File: config.mk
export PLATFORM = sky130hd
export DESIGN_NAME = ram_arbiter_rr_flat
export DESIGN_NICKNAME = d
export VERILOG_FILES = /design/src/rtl/ram_arbiter_rr_if.sv /design/src/rtl/ram_arbiter_rr.sv /design/src/flat_wrapper.sv
export SDC_FILE = /design/constraint.sdc
export NUM_CORES = 1
export LEC_CHECK = 0
export CAP_MARGIN = 10
export CORE_ASPECT_RATIO = 1.2
export CORE_MARGIN = 2
export CORE_UTILIZATION = 45
export CTS_CLUSTER_SIZE = 16
export DETAILED_ROUTE_END_ITERATION = 6
export PLACE_DENSITY_LB_ADDON = 0.12
export SLEW_MARGIN = 15
export SYNTH_ARGS = -nofsm -noshare
export SYNTH_HDL_FRONTEND = slang
export SYNTH_SLANG_ARGS = --single-unit
File: constraint.sdc
create_clock -name clk -period 2.5 [get_ports clk]
set_input_delay 0.625 -clock clk [delete_from_list [all_inputs] [get_ports clk]]
set_output_delay 0.625 -clock clk [all_outputs]
set_load 0.03 [all_outputs]
File: src/rtl/ram_arbiter_rr_if.sv
//------------------------------------------------------------------------------
// ram_arbiter_rr_if : requester, response and RAM-side bundle for ram_arbiter_rr
// Revision 1.0
//------------------------------------------------------------------------------
`default_nettype none

interface ram_arbiter_rr_if #(
  parameter int DATA_W = 8,
  parameter int ADDR_W = 16
);
  logic              req0_valid;
  logic              req0_ready;
  logic              req0_we;
  logic [ADDR_W-1:0] req0_addr;
  logic [DATA_W-1:0] req0_wdata;
  logic              rsp0_valid;
  logic [DATA_W-1:0] rsp0_rdata;

  logic              req1_valid;
  logic              req1_ready;
  logic              req1_we;
  logic [ADDR_W-1:0] req1_addr;
  logic [DATA_W-1:0] req1_wdata;
  logic              rsp1_valid;
  logic [DATA_W-1:0] rsp1_rdata;

  logic              ram_en;
  logic              ram_we;
  logic [ADDR_W-1:0] ram_addr;
  logic [DATA_W-1:0] ram_wdata;
  logic [DATA_W-1:0] ram_rdata;

  logic              init_done;

  modport slave (
    input  req0_valid, req0_we, req0_addr, req0_wdata,
    input  req1_valid, req1_we, req1_addr, req1_wdata,
    input  ram_rdata,
    output req0_ready, rsp0_valid, rsp0_rdata,
    output req1_ready, rsp1_valid, rsp1_rdata,
    output ram_en, ram_we, ram_addr, ram_wdata,
    output init_done
  );

  modport master (
    output req0_valid, req0_we, req0_addr, req0_wdata,
    output req1_valid, req1_we, req1_addr, req1_wdata,
    output ram_rdata,
    input  req0_ready, rsp0_valid, rsp0_rdata,
    input  req1_ready, rsp1_valid, rsp1_rdata,
    input  ram_en, ram_we, ram_addr, ram_wdata,
    input  init_done
  );
endinterface

`default_nettype wire

File: src/rtl/ram_arbiter_rr.sv
//------------------------------------------------------------------------------
// ram_arbiter_rr : two-port round-robin arbiter in front of a single-port RAM
// Revision 1.0
//------------------------------------------------------------------------------
`default_nettype none

module ram_arbiter_rr #(
  parameter int DATA_W  = 8,
  parameter int ADDR_W  = 16,
  parameter int INIT_EN = 1
) (
  input  logic              clk,
  input  logic              rst_n,
  ram_arbiter_rr_if.slave   bus
);

  typedef enum logic [0:0] {
    ST_INIT = 1'b0,
    ST_RUN  = 1'b1
  } state_t;

  localparam state_t c_RST_STATE = (INIT_EN != 0) ? ST_INIT : ST_RUN;
  localparam logic   c_DONE_RST  = (INIT_EN != 0) ? 1'b0 : 1'b1;

  state_t            r_state;
  state_t            w_state_nxt;
  logic [ADDR_W-1:0] r_cnt;
  logic              r_last_gnt;
  logic              r_init_done;
  logic              r_s1_valid;
  logic              r_s1_tag;
  logic              r_s2_valid;
  logic              r_s2_tag;
  logic              r_ram_en;
  logic              r_ram_we;
  logic [ADDR_W-1:0] r_ram_addr;
  logic [DATA_W-1:0] r_ram_wdata;
  logic              w_gnt0;
  logic              w_gnt1;
  logic              w_fill_last;

  always_ff @(posedge clk or negedge rst_n) begin
    if (!rst_n) begin
      r_state <= c_RST_STATE;
    end else begin
      r_state <= w_state_nxt;
    end
  end

  always_comb begin
    w_state_nxt = r_state;
    w_gnt0      = 1'b0;
    w_gnt1      = 1'b0;
    w_fill_last = (r_cnt == {ADDR_W{1'b1}});
    case (r_state)
      ST_INIT: begin
        if (w_fill_last) begin
          w_state_nxt = ST_RUN;
        end
      end
      ST_RUN: begin
        // On contention the port that did not win last time goes first
        w_gnt0 = bus.req0_valid && (!bus.req1_valid ||  r_last_gnt);
        w_gnt1 = bus.req1_valid && (!bus.req0_valid || !r_last_gnt);
      end
      default: w_state_nxt = c_RST_STATE;
    endcase
  end

  always_ff @(posedge clk or negedge rst_n) begin
    if (!rst_n) begin
      r_cnt       <= '0;
      r_last_gnt  <= 1'b1;
      r_init_done <= c_DONE_RST;
      r_s1_valid  <= 1'b0;
      r_s1_tag    <= 1'b0;
      r_s2_valid  <= 1'b0;
      r_s2_tag    <= 1'b0;
      r_ram_en    <= 1'b0;
      r_ram_we    <= 1'b0;
      r_ram_addr  <= '0;
      r_ram_wdata <= '0;
    end else begin
      r_s2_valid <= r_s1_valid;
      r_s2_tag   <= r_s1_tag;
      r_s1_valid <= 1'b0;
      r_ram_en   <= 1'b0;
      if (r_state == ST_INIT) begin
        r_ram_en    <= 1'b1;
        r_ram_we    <= 1'b1;
        r_ram_addr  <= r_cnt;
        r_ram_wdata <= '0;
        r_cnt       <= r_cnt + 1'b1;
        if (w_fill_last) begin
          r_init_done <= 1'b1;
        end
      end else if (w_gnt0 || w_gnt1) begin
        r_ram_en    <= 1'b1;
        r_s1_valid  <= 1'b1;
        r_s1_tag    <= w_gnt1;
        r_last_gnt  <= w_gnt1;
        r_ram_we    <= w_gnt1 ? bus.req1_we    : bus.req0_we;
        r_ram_addr  <= w_gnt1 ? bus.req1_addr  : bus.req0_addr;
        r_ram_wdata <= w_gnt1 ? bus.req1_wdata : bus.req0_wdata;
      end
    end
  end

  assign bus.req0_ready = w_gnt0;
  assign bus.req1_ready = w_gnt1;
  assign bus.ram_en     = r_ram_en;
  assign bus.ram_we     = r_ram_we;
  assign bus.ram_addr   = r_ram_addr;
  assign bus.ram_wdata  = r_ram_wdata;
  assign bus.init_done  = r_init_done;

  // The RAM q lines up with stage 2; a write-first RAM returns the written word
  assign bus.rsp0_valid = r_s2_valid && !r_s2_tag;
  assign bus.rsp1_valid = r_s2_valid &&  r_s2_tag;
  assign bus.rsp0_rdata = (r_s2_valid && !r_s2_tag) ? bus.ram_rdata : '0;
  assign bus.rsp1_rdata = (r_s2_valid &&  r_s2_tag) ? bus.ram_rdata : '0;

endmodule

`default_nettype wire

File: src/flat_wrapper.sv
// flat-port wrapper written by rule: the top's interface ports become plain ports
module ram_arbiter_rr_flat 
#(
  parameter int DATA_W  = 8,
  parameter int ADDR_W  = 16,
  parameter int INIT_EN = 1
)
  (clk, rst_n, bus_req0_valid, bus_req0_we, bus_req0_addr, bus_req0_wdata, bus_req1_valid, bus_req1_we, bus_req1_addr, bus_req1_wdata, bus_ram_rdata, bus_req0_ready, bus_rsp0_valid, bus_rsp0_rdata, bus_req1_ready, bus_rsp1_valid, bus_rsp1_rdata, bus_ram_en, bus_ram_we, bus_ram_addr, bus_ram_wdata, bus_init_done);
  ram_arbiter_rr_if #(.DATA_W(DATA_W), .ADDR_W(ADDR_W)) bus_i ();
  input  logic clk;
  input  logic rst_n;
  input wire logic [$bits(bus_i.req0_valid)-1:0] bus_req0_valid;
  input wire logic [$bits(bus_i.req0_we)-1:0] bus_req0_we;
  input wire logic [$bits(bus_i.req0_addr)-1:0] bus_req0_addr;
  input wire logic [$bits(bus_i.req0_wdata)-1:0] bus_req0_wdata;
  input wire logic [$bits(bus_i.req1_valid)-1:0] bus_req1_valid;
  input wire logic [$bits(bus_i.req1_we)-1:0] bus_req1_we;
  input wire logic [$bits(bus_i.req1_addr)-1:0] bus_req1_addr;
  input wire logic [$bits(bus_i.req1_wdata)-1:0] bus_req1_wdata;
  input wire logic [$bits(bus_i.ram_rdata)-1:0] bus_ram_rdata;
  output wire logic [$bits(bus_i.req0_ready)-1:0] bus_req0_ready;
  output wire logic [$bits(bus_i.rsp0_valid)-1:0] bus_rsp0_valid;
  output wire logic [$bits(bus_i.rsp0_rdata)-1:0] bus_rsp0_rdata;
  output wire logic [$bits(bus_i.req1_ready)-1:0] bus_req1_ready;
  output wire logic [$bits(bus_i.rsp1_valid)-1:0] bus_rsp1_valid;
  output wire logic [$bits(bus_i.rsp1_rdata)-1:0] bus_rsp1_rdata;
  output wire logic [$bits(bus_i.ram_en)-1:0] bus_ram_en;
  output wire logic [$bits(bus_i.ram_we)-1:0] bus_ram_we;
  output wire logic [$bits(bus_i.ram_addr)-1:0] bus_ram_addr;
  output wire logic [$bits(bus_i.ram_wdata)-1:0] bus_ram_wdata;
  output wire logic [$bits(bus_i.init_done)-1:0] bus_init_done;
  assign bus_i.req0_valid = bus_req0_valid;
  assign bus_i.req0_we = bus_req0_we;
  assign bus_i.req0_addr = bus_req0_addr;
  assign bus_i.req0_wdata = bus_req0_wdata;
  assign bus_i.req1_valid = bus_req1_valid;
  assign bus_i.req1_we = bus_req1_we;
  assign bus_i.req1_addr = bus_req1_addr;
  assign bus_i.req1_wdata = bus_req1_wdata;
  assign bus_i.ram_rdata = bus_ram_rdata;
  assign bus_req0_ready = bus_i.req0_ready;
  assign bus_rsp0_valid = bus_i.rsp0_valid;
  assign bus_rsp0_rdata = bus_i.rsp0_rdata;
  assign bus_req1_ready = bus_i.req1_ready;
  assign bus_rsp1_valid = bus_i.rsp1_valid;
  assign bus_rsp1_rdata = bus_i.rsp1_rdata;
  assign bus_ram_en = bus_i.ram_en;
  assign bus_ram_we = bus_i.ram_we;
  assign bus_ram_addr = bus_i.ram_addr;
  assign bus_ram_wdata = bus_i.ram_wdata;
  assign bus_init_done = bus_i.init_done;
  ram_arbiter_rr #(.DATA_W(DATA_W), .ADDR_W(ADDR_W), .INIT_EN(INIT_EN)) u_core (.clk(clk), .rst_n(rst_n), .bus(bus_i));
endmodule
# Word level (Yosys, flattened, before mapping)
# Index checks and enable logic that the tools add are counted.
# totals
regBits,49
out_inout_bits,47
input_bits,62
# op_classes
muxes,18
n_bitwise,1
reduce_logical,13
eq_ne,2
add_sub_neg,1
# ops
cell,n
16-bit 2-to-1 mux,3
8-bit 2-to-1 mux,5
16-bit by 1-bit adder with 16-bit output (second input constant),1
16-bit equality test (second input constant),1
1-bit 2-to-1 mux,10
1-bit logical AND,4
1-bit zero test,4
2-bit AND reduction,2
1-bit logical OR,3
2-bit != test (second input constant),1
1-bit inverter,1

# Logic depth before layout (Yosys ltp)
# Gate-level depths: netlist of the first run.
# depth
depth_word,7
ltp_mapped,6
ltp_nobuf,5

# Worst setup path after synthesis of the first run
# OpenSTA, ideal clock, no wires.
# synth_path
path_type,register to output
from,register u_core.r_s2_valid
to,output bus_rsp0_rdata[0]
path_stages_with_launch,4
setup_slack_ps,576
required_time_ps,1875
path_buffers,1
arrival_time_ps,1299
cell_sequence,dfrtp_1 -> nor2b_1 -> clkbuf_1 -> and2_1
# synth_via
elab_chain_cells,2
# synth_lines
item,line,source
start: declaration,ram_arbiter_rr.sv:32,logic r_s2_valid;
start signal: assignment,ram_arbiter_rr.sv:84,r_s2_valid <= r_s1_valid;
1-bit logical AND,n/a,
net bus_rsp0_valid,flat_wrapper.sv:22,output wire logic [$bits(bus_i.rsp0_valid)-1:0] bus_rsp0_valid;
8-bit 2-to-1 mux,ram_arbiter_rr.sv:120,assign bus.rsp0_rdata = (r_s2_valid && !r_s2_tag) ? bus.ram_rdata : '0;
end: declaration,flat_wrapper.sv:23,output wire logic [$bits(bus_i.rsp0_rdata)-1:0] bus_rsp0_rdata;
# The timed path passes the listed nets, and every way through them passes these cells.

# Final worst setup path of the first run
# layout_path
from,register u_core.r_s2_tag
to,output bus_rsp0_valid
# layout_via
elab_chain_cells,2
# layout_lines
item,line,source
start: declaration,ram_arbiter_rr.sv:33,logic r_s2_tag;
start signal: assignment,ram_arbiter_rr.sv:85,r_s2_tag <= r_s1_tag;
1-bit zero test,ram_arbiter_rr.sv:118,assign bus.rsp0_valid = r_s2_valid && !r_s2_tag;
1-bit logical AND,ram_arbiter_rr.sv:118,
end: declaration,flat_wrapper.sv:22,
# Every way passes these cells.

==> key figures, run 1 <==
Status
  – Status: complete, no violations

Synthesis
  – Post-synthesis average cell area: 10.6 um^2
  – Post-Syn Area: 2430 um^2
  – Ranking of synthesized cells by area: dfrtp_1 49%, mux2i_1 9.9%, nand3_1 5.8%
  – Synth top area share: 49.4%
  – Yosys cell types: 37
  – Instance count of the mapped netlist: 230
  – #FFs+latches synth: 49
  – Seq/Total Area, Yosys: 50.5%
  – Synth area leader: dfrtp_1
  – Ys Warns: 0
  – Syn_nets: 293

Die
  – Chip width: 71.1 um
  – Starting Density: 46.2%
  – Die area: 6010 um^2
  – Io pins: 109
  – Core ar.: 5260 um^2
  – Die height: 84.5 um
  – Row cnt: 29

Drt
  – WL final: 5.91 mm
  – Remaining DRCs: 0
  – WL/cell: 14.7 um
  – DRT iter0 DRCs: 99
  – Routed via count: 2087
  – 1st-pass router iterations: 4
  – Routed Antenna Nets: 0
  – Via density: 5.18

Power
  – Combinational power share: 8.9%
  – Peak supply drop: 0.268 mV
  – Sw Ratio: 19.1%
  – LEAKAGE: 1.81 nW
  – Final Power: 1.59 mW
  – Power density over cell area: 427 nW/um^2
  – Clk pwr share: 41.2%
  – Sw power: 0.303 mW
  – Flop pwr share: 49.8%
  – Pint: 1.29 mW

Critical path
  – Worst-path cell chain: nor2b_2 -> clkdlybuf4s50_1
  – CP Capture Type: output port
  – Worst reg-to-reg setup slack: 0.80 ns
  – CP max-delay cell: clkdlybuf4s50_1
  – CP peak stage delay: 0.72 ns
  – Crit path launch: u_core.r_s2_tag$_DFF_PN0_
  – FF-to-FF path depth: 4
  – R2R Path Start: u_core.r_state$_DFF_PN0_
  – Crit path max fanout: 9
  – CP Capture Point: bus_rsp0_valid
  – CP Class: reg -> out
  – Data required, critical path: 1.88 ns
  – Crit start category: register
  – Worst EP arrival: 1.66 ns
  – R2r endpoint: u_core.r_cnt[9]$_DFFE_PN0N_

Clock network
  – CTS tree: done
  – H-tree depth: 2
  – Setup bufs post-CTS: 0
  – Hold Buf Count CTS: 0
  – Clock Tree Buf Depth: 2
  – CTS clock-pin slew for the worst setup and hold paths: 0.09 ns
  – TritonCTS Buffers: 5
  – Clock Sinks: 49
  – CTS root buf: clkbuf_8
  – Clock Latency Late Sink: 0.30 ns

Placed design
  – Dpl ws: -0.00658 ns
  – Dpl cell area: 3580 um^2
  – GPL Wtd Cong: 0.742
  – Number of port buffers: 108
  – Detail Placement HPWL: 4.60 mm
  – Dpl cells: 395

Layout
  – Area delta synth->final: 53.0%
  – Fillers: 424
  – Finished Layout Cells: 403
  – Post-Route Utilization: 70.7%
  – Layout cell share with drive strength beyond 1: 12.0%
  – Layout net count: 403
  – N_diodes: 0
  – Post-route cell area: 3720 um^2

Timing
  – Final worst slack: 0.212 ns
  – Final worst-path cycle share: 91.5%
  – Setup TNS: 0 ns
  – Unrepaired setup endpoints after global routing: no
  – Skew final: 0.00762 ns
  – Pins Over Slew Limit: 0
  – Hold Vio Cnt, Final: 0
  – Fin crit period: 2.29 ns
  – Max_slew headroom: 63.1%
  – Worst-margin pin slew: 0.553 ns
  – Fmax: 437 MHz
  – Hold WS: 0.302 ns
  – Final setup fails: 0

Run
  – Maxcap violations: 0

GRT
  – Total GRT Usage: 20.8%
  – First-pass GRT wire length: 9.98 mm
  – Vias in the first global route: 2061
  – Total gr overflow: 0
  – Initial antenna violation count: 0
  – Largest net degree at the start of global routing: 27

Min path
  – Hold WC Path Type: in -> async
[timing repair]
item                       4_1_cts  5_1_grt
setup endpoints to repair        3        2
hold endpoints to repair         0        0
gates resized for setup          2        2
[worst max-delay path, delay by kind of cell, from the launching register on]
family	cells	cell delay, ns
DFF	1	0.39
buffers and inverters	1	0.72
and+or+nand+nor	1	0.25
[metal layers]
metal	up-vias	global-route usage [%]	wire length (um)
met5	-	0	0
met4	0	4.63	36
met3	4	6.72	392
met2	64	33.1	2920
met1	988	27.9	2570
li1	1031	-	-
[how the worst min path moves through the flow]
stage | start | end | slack [ns] | depth (start not counted)
finish | rst_n | u_core.r_cnt[9]$_DFFE_PN0N_ | 0.30 | 1
global route | rst_n | u_core.r_cnt[9]$_DFFE_PN0N_ | 0.34 | 1
CTS | rst_n | u_core.r_cnt[9]$_DFFE_PN0N_ | 0.31 | 1
detailed placement | u_core.r_s1_valid$_DFF_PN0_ | u_core.r_s2_valid$_DFF_PN0_ | 0.36 | 0
global placement | u_core.r_s1_valid$_DFF_PN0_ | u_core.r_s2_valid$_DFF_PN0_ | 0.34 | 0
floorplan | rst_n | u_core.bus.init_done$_DFFE_PN0P_ | 0.33 | 0
[state kept, by name, summed over array words and instances, names as in the netlist]
| signal | flops |
|---|---|
| u_core.bus.ram_addr | 16 |
| u_core.r_cnt | 16 |
| u_core.bus.ram_wdata | 8 |
| u_core.bus.init_done | 1 |
| u_core.bus.ram_en | 1 |
| u_core.bus.ram_we | 1 |
| u_core.r_last_gnt | 1 |
| u_core.r_s1_tag | 1 |
| u_core.r_s1_valid | 1 |
| u_core.r_s2_tag | 1 |
| u_core.r_s2_valid | 1 |
| u_core.r_state | 1 |
[Yosys cell counts]
library cell	n
ha_1	1
nand3b_1	1
and4_1	1
and3_4	1
nor3b_1	1
and4b_1	1
dfstp_2	1
o21bai_1	1
buf_6	4
clkbuf_1	7
buf_4	1
o221ai_1	15
a211oi_1	1
o21ai_1	1
nand2b_1	1
and2_1	9
and3_1	12
mux2_2	1
buf_1	1
buf_2	2
o22ai_1	1
a21o_1	1
xnor2_1	15
o21ai_0	9
nand4_1	2
mux2i_1	24
nor2_1	3
nor3_1	1
a31oi_1	1
o211ai_1	1
nand2_1	8
nand3_1	28
inv_1	19
nor2b_1	3
nand4b_1	1
dfrtp_1	48
a21oi_1	2
[cell type report]
| class | instances | area [um^2] | share of cell area (%) |
|---|---|---|---|
| clock buffers | 5 | 68.8 | 1.85 |
| clock inverters | 3 | 65.1 | 1.75 |
| inverters | 19 | 71.3 | 1.92 |
| multi-input cells | 147 | 1050 | 28.3 |
| flip-flops and latches | 49 | 1230 | 33.0 |
| well taps | 62 | 77.6 | 2.09 |
| repair buffers | 118 | 1150 | 31.1 |
[power groups by stage]
stage               Clock (mW)  Combinational [mW]  Sequential [mW]
floorplan                    0              0.0185            0.808
global placement             0               0.142            0.808
detailed placement           0               0.144            0.808
CTS                      0.666               0.144            0.792
global route             0.709               0.156            0.792
finish                   0.655               0.142            0.792
[cell families (layout without fill, tap and decap cells)]
kind of cell    Yosys count  count (layout)  share of synthesized area (%)
flops                    49              49                           50.5
mux                      25              25                           10.4
compound gates           33              33                           9.63
simple gates             73              73                           16.8
buf+inv                  34             145                           6.75
fa+ha+maj                 1               1                          0.515
xor+xnor                 15              15                           5.41
[placed cells by master (no fill, tap or decap), types with 2 or more instances in the layout]
cell type,count
nand4_1,2
and3_1,12
bufinv_16,2
nor2b_1,2
o21ai_0,9
buf_12,3
a21oi_1,2
clkdlybuf4s50_1,89
nand3_1,27
dlymetal6s2s_1,2
inv_1,19
buf_4,22
clkbuf_8,5
mux2i_1,24
o221ai_1,15
nor2_1,2
dfrtp_1,48
nand2_1,8
xnor2_1,15
and2_1,9
(Power assumes the default switching activity.)
==> run 2, diff against run 1 <==
GPL_ROUTABILITY_DRIVEN = 0   (was default)
==> results of run 2 <==
Same layout as run 1: the final DEF is identical, and so are final timing and power.
==> run 3, diff against run 2 <==
CORE_UTILIZATION = 38   (was 45)
clock period = 2.1 ns   (was 2.5 ns; I/O delays follow)
==> run 3 against run 2 <==
Via count up 0.67%. Sequential share of layout area shrank 0.28 points. Combinational power up 22%. Hold slack worse by 0.081 ns. Non-clock buffer count is 3 higher. Sequential power rose by 19%.
==> key figures, run 3 (same netlist as run 1, synthesis figures left out) <==
Critical path
  – Crit start category: primary input
  – CP max-delay cell: clkdlybuf4s50_1
  – Data required, critical path: 1.57 ns
  – CP Capture Type: output port
  – CP Class: in -> out
  – Worst EP arrival: 1.48 ns
  – Crit path max fanout: 3
  – WP depth: 4
  – FF-to-FF path depth: 5
  – CP peak stage delay: 0.52 ns
  – Cell family with most CP delay: buffers and inverters
  – Worst-path cell chain: clkdlybuf4s50_1 -> nand2b_1 -> and3_1 -> buf_4
  – Critical path buffers and inverters: 2

Clock network
  – TritonCTS Buffers: 5
  – CTS tree: done
  – CTS clock-pin slew for the worst setup and hold paths: 0.09 ns
  – # resized after CTS: 2
  – Hold Buf Count CTS: 0
  – Clock Sinks: 49
  – Clock Latency Late Sink: 0.30 ns
  – Setup bufs post-CTS: 0
  – H-tree depth: 2
  – CTS root buf: clkbuf_8
  – Clock Tree Buf Depth: 2

Drt
  – Remaining DRCs: 0
  – Via density: 4.93
  – WL final: 6.20 mm
  – 1st-pass router iterations: 4
  – WL/cell: 14.6 um
  – Routed Antenna Nets: 0
  – DRT iter0 DRCs: 72
  – Routed via count: 2101

Placed design
  – Dpl cells: 418
  – Number of port buffers: 108
  – Detail Placement HPWL: 4.65 mm

Die
  – Chip width: 77.0 um
  – Core ar.: 6130 um^2
  – Io pins: 109
  – Starting Density: 39.6%
  – Row cnt: 31
  – Die height: 91.6 um
  – Die area: 7050 um^2

Layout
  – Post-Route Utilization: 61.2%
  – Finished Layout Cells: 426
  – Layout net count: 406
  – Area delta synth->final: 54.3%
  – Layout cell share with drive strength beyond 1: 13.4%
  – N_diodes: 0
  – Most frequent cells in the layout: 87 x clkdlybuf4s50_1, 48 x dfrtp_1, 28 x buf_4
  – Most common cell after layout, fill and taps aside: clkdlybuf4s50_1

Timing
  – Fmax: 498 MHz
  – Pins Over Slew Limit: 0
  – Max_slew headroom: 61.2%
  – Skew final: 0.00704 ns
  – Fin crit period: 2.01 ns
  – Unrepaired setup endpoints after global routing: no
  – Worst-margin pin slew: 0.583 ns
  – Final setup fails: 0
  – Setup TNS: 0 ns
  – Hold Vio Cnt, Final: 0
  – Final worst-path cycle share: 95.6%

Power
  – Sw power: 0.366 mW
  – Sw Ratio: 19.2%
  – Pint: 1.53 mW
  – Power density over cell area: 507 nW/um^2
  – LEAKAGE: 1.80 nW
  – Combinational power share: 9.1%
  – Clk pwr share: 41.2%
  – Peak supply drop: 0.284 mV
  – Flop pwr share: 49.6%

Status
  – Status: complete, no violations

GRT
  – First-pass GRT wire length: 10.3 mm
  – Largest net degree at the start of global routing: 41
  – Total gr overflow: 0
  – Initial antenna violation count: 0
  – Total GRT Usage: 18.1%
  – Vias in the first global route: 2102

Min path
  – Hold WC Path Type: in -> async

Run
  – Maxcap violations: 0
[run 3: cell count changes in the layout (fill, tap and decap cells not counted), sizes merged]
cell | previous run | this run
clkdlybuf4s50 | 89 | 87
dlygate4sd2 | 1 | 2
buf | 26 | 32
dlymetal6s2s | 2 | 0
[run 3: metal layers]
metal	vias to the layer above	routed length [um]	track usage [%]
li1	1035	-	-
met1	995	2700	23.0
met3	4	428	5.17
met2	67	3020	30.4
met5	-	0	0
met4	0	46	4.32
[run 3: cell type report]
| type | count | area [um^2] |
|---|---|---|
| fillers | 562 | 2380 |
| flip-flops and latches | 49 | 1230 |
| repair buffers | 121 | 1160 |
| multi-input cells | 147 | 1050 |
| well taps | 82 | 103 |
| inverters | 19 | 71.3 |
| clock buffers | 5 | 68.8 |
| clock inverters | 3 | 65.1 |
[run 3: final timing paths]
check / startpoint / endpoint / slack (ns)
max: bus_req1_valid / bus_req0_ready / 0.09
min: rst_n / u_core.bus.ram_addr[3]$_DFFE_PN0P_ / 0.22
max reg2reg: u_core.r_cnt[0]$_DFFE_PN0N_ / u_core.r_cnt[8]$_DFFE_PN0N_ / 0.55
min reg2reg: u_core.r_s1_valid$_DFF_PN0_ / u_core.r_s2_valid$_DFF_PN0_ / 0.37
max in group asynchronous: rst_n / u_core.r_cnt[2]$_DFFE_PN0N_ / 1.22
min in group clk: u_core.r_s1_valid$_DFF_PN0_ / u_core.r_s2_valid$_DFF_PN0_ / 0.37
[run 3: metrics by stage]
step | hold WS (ns) | area [um^2] | power (mW) | setup slack [ns]
after detailed placement | 0.346 | 3620 | 1.14 | 0.0873
after global routing | 0.243 | 3750 | 1.97 | 0.0481
after CTS | 0.229 | 3750 | 1.92 | 0.0914
after global placement | 0.349 | 3620 | 1.14 | 0.115
after floorplan | 0.229 | 2430 | 0.984 | 0.276
final | 0.221 | 3750 | 1.90 | 0.0933
[run 3: power groups by stage]
stage	sequential, mW	combinational, mW	clock (mW)
2_1_floorplan	0.962	0.0221	0
3_3_place_gp	0.961	0.174	0
3_5_place_dp	0.961	0.176	0
4_1_cts	0.943	0.176	0.800
5_1_grt	0.943	0.190	0.838
6_report	0.943	0.173	0.783
[run 3: worst reg2reg max path, stage by stage, from the launching register on]
cell and delay (ns):
dfrtp_1 0.43, ha_1 0.24, and4b_1 0.20, and3_1 0.26, and3_4 0.21, xnor2_1 0.11
